## config.mk

```make
export PLATFORM = sky130hd
export DESIGN_NAME = register_file_write_port
export DESIGN_NICKNAME = d
export VERILOG_FILES = /design/src/rtl/register_file_write_port_pkg.sv /design/src/rtl/register_file_write_port_incdec.sv /design/src/rtl/register_file_write_port.sv
export SDC_FILE = /design/constraint.sdc
export NUM_CORES = 1
export LEC_CHECK = 0
export ABC_AREA = 1
export CORE_ASPECT_RATIO = 1.5
export CORE_MARGIN = 10
export CORE_UTILIZATION = 45
export CTS_CLUSTER_DIAMETER = 80
export DETAILED_ROUTE_END_ITERATION = 6
export GPL_TIMING_DRIVEN = 0
export PLACE_DENSITY_LB_ADDON = 0.15
export SETUP_SLACK_MARGIN = 0.5
export SYNTH_ARGS = -nofsm -noshare
export SYNTH_HDL_FRONTEND = slang
export SYNTH_SLANG_ARGS = --single-unit
```

## constraint.sdc

```tcl
create_clock -name clk -period 1.76 [get_ports clk]
set_clock_uncertainty 0.2 [all_clocks]
set_input_delay 0.352 -clock clk [delete_from_list [all_inputs] [get_ports clk]]
set_output_delay 0.352 -clock clk [all_outputs]
set_load 0.05 [all_outputs]
```

## src/rtl/register_file_write_port_pkg.sv

```systemverilog
// Shared constants for the register file write port.
// Holds the pointer-pair base addresses and the ptr_sel encodings.
package register_file_write_port_pkg;

   localparam int NUM_REGS = 32;

   localparam logic [4:0] PTR_X_BASE = 5'd26;
   localparam logic [4:0] PTR_Y_BASE = 5'd28;
   localparam logic [4:0] PTR_Z_BASE = 5'd30;

   typedef enum logic [1:0] {
      PTR_NONE = 2'b00,
      PTR_X    = 2'b01,
      PTR_Y    = 2'b10,
      PTR_Z    = 2'b11
   } ptr_sel_e;

   function automatic logic [4:0] ptr_base(input logic [1:0] sel);
      logic [4:0] b;
      case (sel)
         PTR_X:   b = PTR_X_BASE;
         PTR_Y:   b = PTR_Y_BASE;
         default: b = PTR_Z_BASE;
      endcase
      return b;
   endfunction

endpackage

```

## src/rtl/register_file_write_port_incdec.sv

```systemverilog
// register_pair_incdec: W-bit +/-1 with natural wrap-around.
// The carry/borrow runs across the full pair in one cycle.
module register_pair_incdec #(
   parameter int W = 16
) (
   input  logic [W-1:0] val,
   input  logic         dec,
   output logic [W-1:0] res
);

   localparam logic [W-1:0] ONE = W'(1);

   assign res = dec ? (val - ONE) : (val + ONE);

endmodule

```

## src/rtl/register_file_write_port.sv

```systemverilog
// 32-entry register file write port with byte/pair writes and
// optional X/Y/Z pointer inc/dec (macro REGFILE_PTR_UPDATE_EN).
module register_file_write_port
   import register_file_write_port_pkg::*;
#(
   parameter int WIDTH = 8
) (
   input  logic                  clk,
   input  logic                  reset,
   input  logic                  wr_en,
   input  logic                  wr_word,
   input  logic [4:0]            wr_addr,
   input  logic [2*WIDTH-1:0]    wr_data,
   input  logic [1:0]            ptr_sel,
   input  logic                  ptr_op,
   output logic [32*WIDTH-1:0]   regs_out,
   output logic                  wr_err
);

   logic [NUM_REGS-1:0][WIDTH-1:0] regs_q, regs_d;
   logic                           err_q, err_d;
   logic                           wr_byte;
   logic                           wr_pair;
   logic                           wr_active;
   logic [4:0]                     wr_addr_hi;

   assign wr_byte    = wr_en & ~wr_word;
   assign wr_pair    = wr_en & wr_word & ~wr_addr[0];
   assign wr_active  = wr_byte | wr_pair;
   assign wr_addr_hi = {wr_addr[4:1], 1'b1};

`ifdef REGFILE_PTR_UPDATE_EN
   logic [4:0]         pbase;
   logic [4:0]         pbase_hi;
   logic [2*WIDTH-1:0] pair_val;
   logic [2*WIDTH-1:0] pair_nxt;
   logic               ptr_go;

   assign pbase    = ptr_base(ptr_sel);
   assign pbase_hi = {pbase[4:1], 1'b1};
   assign pair_val = {regs_q[pbase_hi], regs_q[pbase]};

   // Pairs are aligned, so any accepted write into the pair
   // shares the upper address bits and cancels the update.
   assign ptr_go = (ptr_sel != PTR_NONE) &&
                   !(wr_active && (wr_addr[4:1] == pbase[4:1]));

   register_pair_incdec #(
      .W (2*WIDTH)
   ) u_incdec (
      .val (pair_val),
      .dec (ptr_op),
      .res (pair_nxt)
   );
`else
   logic unused_ptr;
   assign unused_ptr = ^{ptr_sel, ptr_op};
`endif

   always_comb begin
      regs_d = regs_q;
      err_d  = wr_en & wr_word & wr_addr[0];
`ifdef REGFILE_PTR_UPDATE_EN
      if (ptr_go) begin
         regs_d[pbase]    = pair_nxt[WIDTH-1:0];
         regs_d[pbase_hi] = pair_nxt[2*WIDTH-1:WIDTH];
      end
`endif
      if (wr_byte) begin
         regs_d[wr_addr] = wr_data[WIDTH-1:0];
      end
      if (wr_pair) begin
         regs_d[wr_addr]    = wr_data[WIDTH-1:0];
         regs_d[wr_addr_hi] = wr_data[2*WIDTH-1:WIDTH];
      end
   end

   always_ff @(posedge clk) begin
      if (reset) begin
         regs_q <= '0;
         err_q  <= 1'b0;
      end else begin
         regs_q <= regs_d;
         err_q  <= err_d;
      end
   end

   assign regs_out = regs_q;
   assign wr_err   = err_q;

endmodule

```

==> results of run 1 <==
==> cell type report <==
type / instances / area (um2)
fill: 2155 / 7860
multi-input combinational: 1317 / 6620
sequential: 257 / 5430
timing repair buffer: 354 / 4080
buffer: 128 / 971
clock buffer: 37 / 741
inverter: 124 / 502
tap: 337 / 422
clock inverter: 7 / 46.3
antenna: 1 / 2.50
==> Yosys cell counts, types with 2 or more instances <==
master / instances
sky130_fd_sc_hd__nand2_4: 3
sky130_fd_sc_hd__buf_2: 31
sky130_fd_sc_hd__buf_1: 2
sky130_fd_sc_hd__o21ai_1: 2
sky130_fd_sc_hd__buf_4: 15
sky130_fd_sc_hd__inv_2: 4
sky130_fd_sc_hd__clkbuf_1: 75
sky130_fd_sc_hd__o21ai_0: 205
sky130_fd_sc_hd__dfxtp_1: 257
sky130_fd_sc_hd__a21oi_1: 232
sky130_fd_sc_hd__nor2_1: 68
sky130_fd_sc_hd__nor2_2: 20
sky130_fd_sc_hd__nand2_2: 22
sky130_fd_sc_hd__nand4_1: 7
sky130_fd_sc_hd__o21bai_1: 8
sky130_fd_sc_hd__nor2_4: 16
sky130_fd_sc_hd__nand3_1: 173
sky130_fd_sc_hd__buf_6: 5
sky130_fd_sc_hd__inv_1: 120
sky130_fd_sc_hd__nand2_1: 559
==> logic make-up (layout without fill, tap and decap cells) <==
| logic type | after synthesis | count (layout) |
|---|---|---|
| AND/OR/NAND/NOR | 870 | 870 |
| AO/OA/AOI/OAI | 447 | 447 |
| flip-flops | 257 | 257 |
| buffers and inverters | 252 | 650 |
| other | 0 | 1 |
==> stage by stage <==
stage | instances | setup slack [ps] | area (um2) | hold WS (ps) | util, %
after floorplan | 1826 | 153 | 12800 | 353 | -
after CTS | 2510 | 34.0 | 16300 | 125 | 61.2
final | 2562 | 118 | 18800 | 116 | 70.5
after detailed placement | 2442 | -1160 | 16000 | 319 | 59.9
after global routing | 2561 | 98.4 | 18800 | 146 | 70.5
after global placement | 2442 | -1090 | 16000 | 306 | 59.9
==> power groups by stage <==
stage	logic, mW	registers (mW)	clock network (mW)
after floorplan	0.973	6.91	0
after global placement	2.47	6.29	0
after detailed placement	2.50	6.29	0
after CTS	2.52	6.16	5.37
after global routing	3.02	6.23	5.58
final	2.87	6.22	5.34
==> metal layers <==
metal	global-route usage, %	vias up	wire length [um]
met3	6.89	229	5290
met1	29.5	6680	18100
met5	0	-	0
met2	47.5	820	25400
li1	-	6712	-
met4	18.3	0	3960
==> what timing repair did <==
| item | 4_1_cts | 5_1_grt |
|---|---|---|
| buffers inserted | 20 | 43 |
| hold buffers | 2 | 2 |
| hold endpoints to repair | 8 | 1 |
| setup endpoints to repair | 513 | 513 |
| pin swaps | 5 | 26 |
| resized for setup | 1553 | 924 |
| gates cloned | 2 | 6 |
==> registers in the layout (all words and copies together), names as in the netlist <==
register  count
regs_out    256
wr_err        1
==> worst max-delay path by stage <==
stage	startpoint	end	slack, ps	depth (start not counted)
finish	regs_out[81]	regs_out[81]	120	1
global route	regs_out[81]	regs_out[81]	100	1
CTS	regs_out[71]	regs_out[71]	30	1
detailed placement	wr_addr[4]	regs_out[149]	-1160	8
global placement	wr_addr[4]	regs_out[150]	-1090	8
floorplan	wr_addr[0]	regs_out[156]	150	8
==> flow_metrics.py, run 1 <==
metrics = {
    "cts": {
        "cts_buffers": 25,
        "ctsHtreeMaxLevel": 1,
        "cts_root_buf": "sky130_fd_sc_hd__clkbuf_16",
        "cts_tree": "yes",
        "clk_path_buf_depth": 3,
        "tritoncts_num_sinks": 257,
        "path_clk_slew_ps": 70,
        "worstSkewPairLatency_ps": 540,
    },
    "sta": {
        "setup_viol": 0,
        "worst_max_slew_pin_slew_ps": 549,
        "layout_worst_path_cycle_share_pct": 93.3,
        "fmax_mhz": 609,
        "timing.final.crit_period_ps": 1640,
        "unrepaired_setup_endpoints_after_global_routing": "true",
        "finalHoldViolCount": 0,
        "final-max-slew-violation-count": 0,
        "setup_tns_ps": 0,
        "relSlewSlack_pct": 63.3,
    },
    "worst_setup_path": {
        "critical_path_required_ps": 1210,
        "criticalPathCategory": "register to output pin",
        "crit_path_max_incr_delay_ps": 370,
        "critical_path.startpoint_type": "register",
        "cp_num_buf_inv": 1,
        "critical_path.slowest_cell": "sky130_fd_sc_hd__dfxtp_1",
        "crit_fanout": 2,
        "worst_ep_arrival_time_ps": 1090,
        "reg2reg_depth": 5,
        "timing.critical_path.to_type": "output pin",
        "r2r-end": "regs_out[47]",
        "critical_path.cell_chain": "buf_6",
        "critical-path-top-delay-family": "flip-flops",
        "reg2reg_from": "regs_out[47]",
        "rrSetupSlack_ps": 660,
    },
    "power_and_ir_drop": {
        "netSwitchingPower_mw": 4.50,
        "peakVddDrop_v": 0.00103,
        "netSwitchingFraction_pct": 31.2,
        "power.share.sequential_pct": 43.1,
        "report.power.total_mw": 14.4,
        "power.density_cell_area_mw_per_mm2": 767,
        "power.leakage_nw": 8.38,
        "clkPwrFrac_pct": 37.0,
        "share_comb_of_total_power_pct": 19.9,
        "p_int_mw": 9.93,
    },
    "layout": {
        "layout.cells.most_common_list": "539 x sky130_fd_sc_hd__nand2_1, 214 x sky130_fd_sc_hd__a21oi_1, 209 x sky130_fd_sc_hd__buf_6",
        "drive_above_1_share_pct": 36.5,
        "layout_commonest_cell": "sky130_fd_sc_hd__nand2_1",
        "flow.area_growth_from_synthesis_pct": 53.8,
        "num-nets-final": 2235,
    },
    "synth": {
        "syn_nets": 1854,
        "yosys_register_bits": 257,
        "synth_cell_type_count": 22,
        "main_synth_ff_type": "sky130_fd_sc_hd__dfxtp_1",
        "syn-instance-count": 1826,
        "synth_area_leader_cell": "sky130_fd_sc_hd__dfxtp_1",
        "post_synth_fa_ha_maj_area_fraction_pct": 0,
        "yosys-top-cells-area": "sky130_fd_sc_hd__dfxtp_1 42%, sky130_fd_sc_hd__nand2_1 17%, sky130_fd_sc_hd__a21oi_1 9.5%",
        "synth_top_family_by_area": "simple AND/OR/NAND/NOR gates",
        "syn-mean-instance-area_um2": 6.70,
        "yosys_warnings": 0,
        "yosys.area.top_type_share_pct": 42.1,
        "synth_compound_gate_area_share_pct": 18.5,
        "yosys.area_share.simple_pct": 30.7,
        "synth_xor_area_share_pct": 0,
        "synth_mux_area_share_pct": 0,
        "synth-seq-area-share_pct": 42.1,
        "synth-edff-count": 0,
        "netlist_area_mm2": 0.0122,
        "synthArstFlopShare_pct": 0,
    },
    "floorplanning": {
        "die_area_mm2": 0.0343,
        "std_cell_rows": 73,
        "die_height_um": 222,
        "top_level_ports": 285,
        "start_util_pct": 45.9,
        "placeableCoreArea_mm2": 0.0267,
        "floorplan_die_width_um": 155,
    },
    "outcome": {
        "outcome": "complete, no violations",
    },
    "routing": {
        "drt_pre_antenna_iters": 5,
        "final_antenna_net_count": 0,
        "first_iter_violations": 1173,
        "wl_per_cell_um": 20.6,
        "vias": 14441,
        "drt_wl_total_um": 52800,
        "drc": 0,
        "viasPerCell": 5.64,
    },
    "worst_hold_path": {
        "hold_path_class": "input pin to register",
        "hp-start": "wr_addr[3]",
        "timing.hold.worst_path_depth": 7,
        "hold_path_end": "regs_out[79]",
    },
    "grt": {
        "grt_pass1_wl_um": 76900,
        "gr-total-overflow": 0,
        "grt_pass1_vias": 13457,
        "pin_count_of_the_biggest_net_entering_global_routing": 16,
        "antenna_violations_before_repair": 0,
        "track_usage_pct": 27.8,
    },
    "place": {
        "gp_congestion": 0.944,
        "place_hpwl_um": 36100,
        "total_of_buffers_placed_on_input_and_output_ports": 279,
    },
    "flow_run": {
        "max_cap_violations": 0,
    },
}
Power figures use the tool's default switching activity.
==> inputs of run 2 (changes only) <==
--- a/config.mk
+++ b/config.mk
@@ -17,3 +17,4 @@
 export SYNTH_ARGS = -nofsm -noshare
 export SYNTH_HDL_FRONTEND = slang
 export SYNTH_SLANG_ARGS = --single-unit
+export TNS_END_PERCENT = 20
==> flow_metrics.py, run 2 (synthesis gave the netlist of run 1 again) <==
metrics = {
    "floorplanning": {
        "std_cell_rows": 73,
        "placeableCoreArea_mm2": 0.0267,
        "start_util_pct": 45.9,
        "top_level_ports": 285,
        "die_height_um": 222,
        "floorplan_die_width_um": 155,
        "die_area_mm2": 0.0343,
    },
    "cts": {
        "path_clk_slew_ps": 70,
        "tritoncts_num_sinks": 257,
        "cts_tree": "yes",
        "ctsHtreeMaxLevel": 1,
        "cts_root_buf": "sky130_fd_sc_hd__clkbuf_16",
        "worstSkewPairLatency_ps": 550,
        "clk_path_buf_depth": 3,
        "cts_buffers": 26,
    },
    "sta": {
        "finalHoldViolCount": 0,
        "fmax_mhz": 607,
        "final-max-slew-violation-count": 0,
        "relSlewSlack_pct": 62.4,
        "worst_hold_slack_ps": 132,
        "timing.final.crit_period_ps": 1650,
        "unrepaired_setup_endpoints_after_global_routing": "true",
        "layout_worst_path_cycle_share_pct": 93.6,
        "setup_viol": 0,
        "worst_max_slew_pin_slew_ps": 564,
    },
    "outcome": {
        "violated_checks": "design-rule violations",
        "outcome": "complete, but fails checks",
    },
    "grt": {
        "gr-total-overflow": 0,
        "track_usage_pct": 27.6,
        "pin_count_of_the_biggest_net_entering_global_routing": 15,
        "grt_pass1_wl_um": 76900,
        "antenna_violations_before_repair": 0,
        "grt_pass1_vias": 13527,
    },
    "routing": {
        "viasPerCell": 5.67,
        "first_iter_violations": 1392,
        "final_antenna_net_count": 0,
        "drt_wl_total_um": 52700,
        "drt_pre_antenna_iters": 7,
        "wl_per_cell_um": 20.5,
        "vias": 14551,
        "drc": 1,
    },
    "layout": {
        "drive_above_1_share_pct": 37.7,
        "final_core_util_pct": 71.4,
        "layout_commonest_cell": "sky130_fd_sc_hd__nand2_1",
        "flow.area_growth_from_synthesis_pct": 55.6,
        "num-nets-final": 2239,
        "layout.cells.most_common_list": "538 x sky130_fd_sc_hd__nand2_1, 222 x sky130_fd_sc_hd__a21oi_1, 221 x sky130_fd_sc_hd__buf_6",
        "largest_reg_flops": 256,
        "filler_cell_count": 2128,
        "number_of_antenna_repair_diodes": 0,
    },
    "worst_setup_path": {
        "crit_fanout": 3,
        "critical-path-top-delay-family": "flip-flops",
        "worst_ep_arrival_time_ps": 1100,
        "criticalPathCategory": "register to output pin",
        "critical_path_required_ps": 1210,
        "critical_path.startpoint_type": "register",
        "timing.critical_path.to_type": "output pin",
        "critical_path.cell_chain": "buf_6",
        "cp_num_buf_inv": 1,
        "crit_path_max_incr_delay_ps": 380,
        "critical_path.slowest_cell": "sky130_fd_sc_hd__dfxtp_2",
    },
    "power_and_ir_drop": {
        "report.power.total_mw": 14.9,
        "power.leakage_nw": 8.55,
        "peakVddDrop_v": 0.000871,
        "power.density_cell_area_mw_per_mm2": 784,
    },
    "place": {
        "gp_congestion": 0.916,
        "total_of_buffers_placed_on_input_and_output_ports": 279,
        "place_hpwl_um": 35800,
    },
    "worst_hold_path": {
        "hold_path_class": "input pin to register",
    },
    "flow_run": {
        "max_cap_violations": 0,
    },
}
run 2: cell types whose count changed in the layout (fill, tap and decap cells not counted), sizes merged:
cell         change
clkinv           +2
dlygate4sd3      -1
clkbuf           +9
diode            -1
bufinv           +3
buf              -6
run 2: final cells by class:
cell class	instances	area (um2)	area share (%)
plain buffers	128	1010	5.30
well taps	337	422	2.22
repair buffers	357	4190	22.0
inverters	124	495	2.60
clock buffers	36	718	3.77
multi-input cells	1317	6600	34.6
flip-flops and latches	257	5450	28.6
clock inverters	12	153	0.802
run 2: worst paths after layout:
kind                                    from       endpoint  slack (ps)  cells after the start
worst max-delay path            regs_out[31]   regs_out[31]         110                      1
worst min-delay path              wr_data[3]  regs_out[219]         130                      5
worst max register to register  regs_out[63]   regs_out[63]         660                      5
worst min register to register  regs_out[70]   regs_out[70]         340                      2
run 2: timing repair:
| action | CTS | global route |
|---|---|---|
| gates resized for setup | 1562 | 960 |
| endpoints found under the hold margin | 9 | 1 |
| buffers inserted | 14 | 55 |
| gates cloned | 2 | 4 |
| pin swaps | 5 | 20 |
| setup endpoints to repair | 513 | 513 |
| hold buffers | 2 | 1 |
run 2: per-stage QoR:
step | instance area, um2 | instances | setup slack, ps | setup TNS, ps
4_1_cts | 16300 | 2508 | 32.7 | 0
6_report | 19000 | 2568 | 113 | 0
3_3_place_gp | 15900 | 2442 | -1040 | -223540
2_1_floorplan | 12700 | 1826 | 153 | 0
5_1_grt | 19000 | 2568 | 104 | 0
3_5_place_dp | 15900 | 2442 | -1120 | -232890
run 2: layer usage:
layer	part of all wire (%)	track usage, %	routed length [um]	up-vias
li1	-	-	-	6720
met1	36	31.6	18800	6762
met2	47	46.4	25000	854
met3	11	6.89	5620	215
met4	6.3	14.1	3310	0
met5	0	0	0	-
run 2: power breakdown:
| part | total, mW | switching [mW] | internal (mW) |
|---|---|---|---|
| sequential | 6.23 | 0.204 | 6.03 |
| clock | 5.81 | 2.50 | 3.31 |
| combinational | 2.88 | 1.88 | 1.01 |
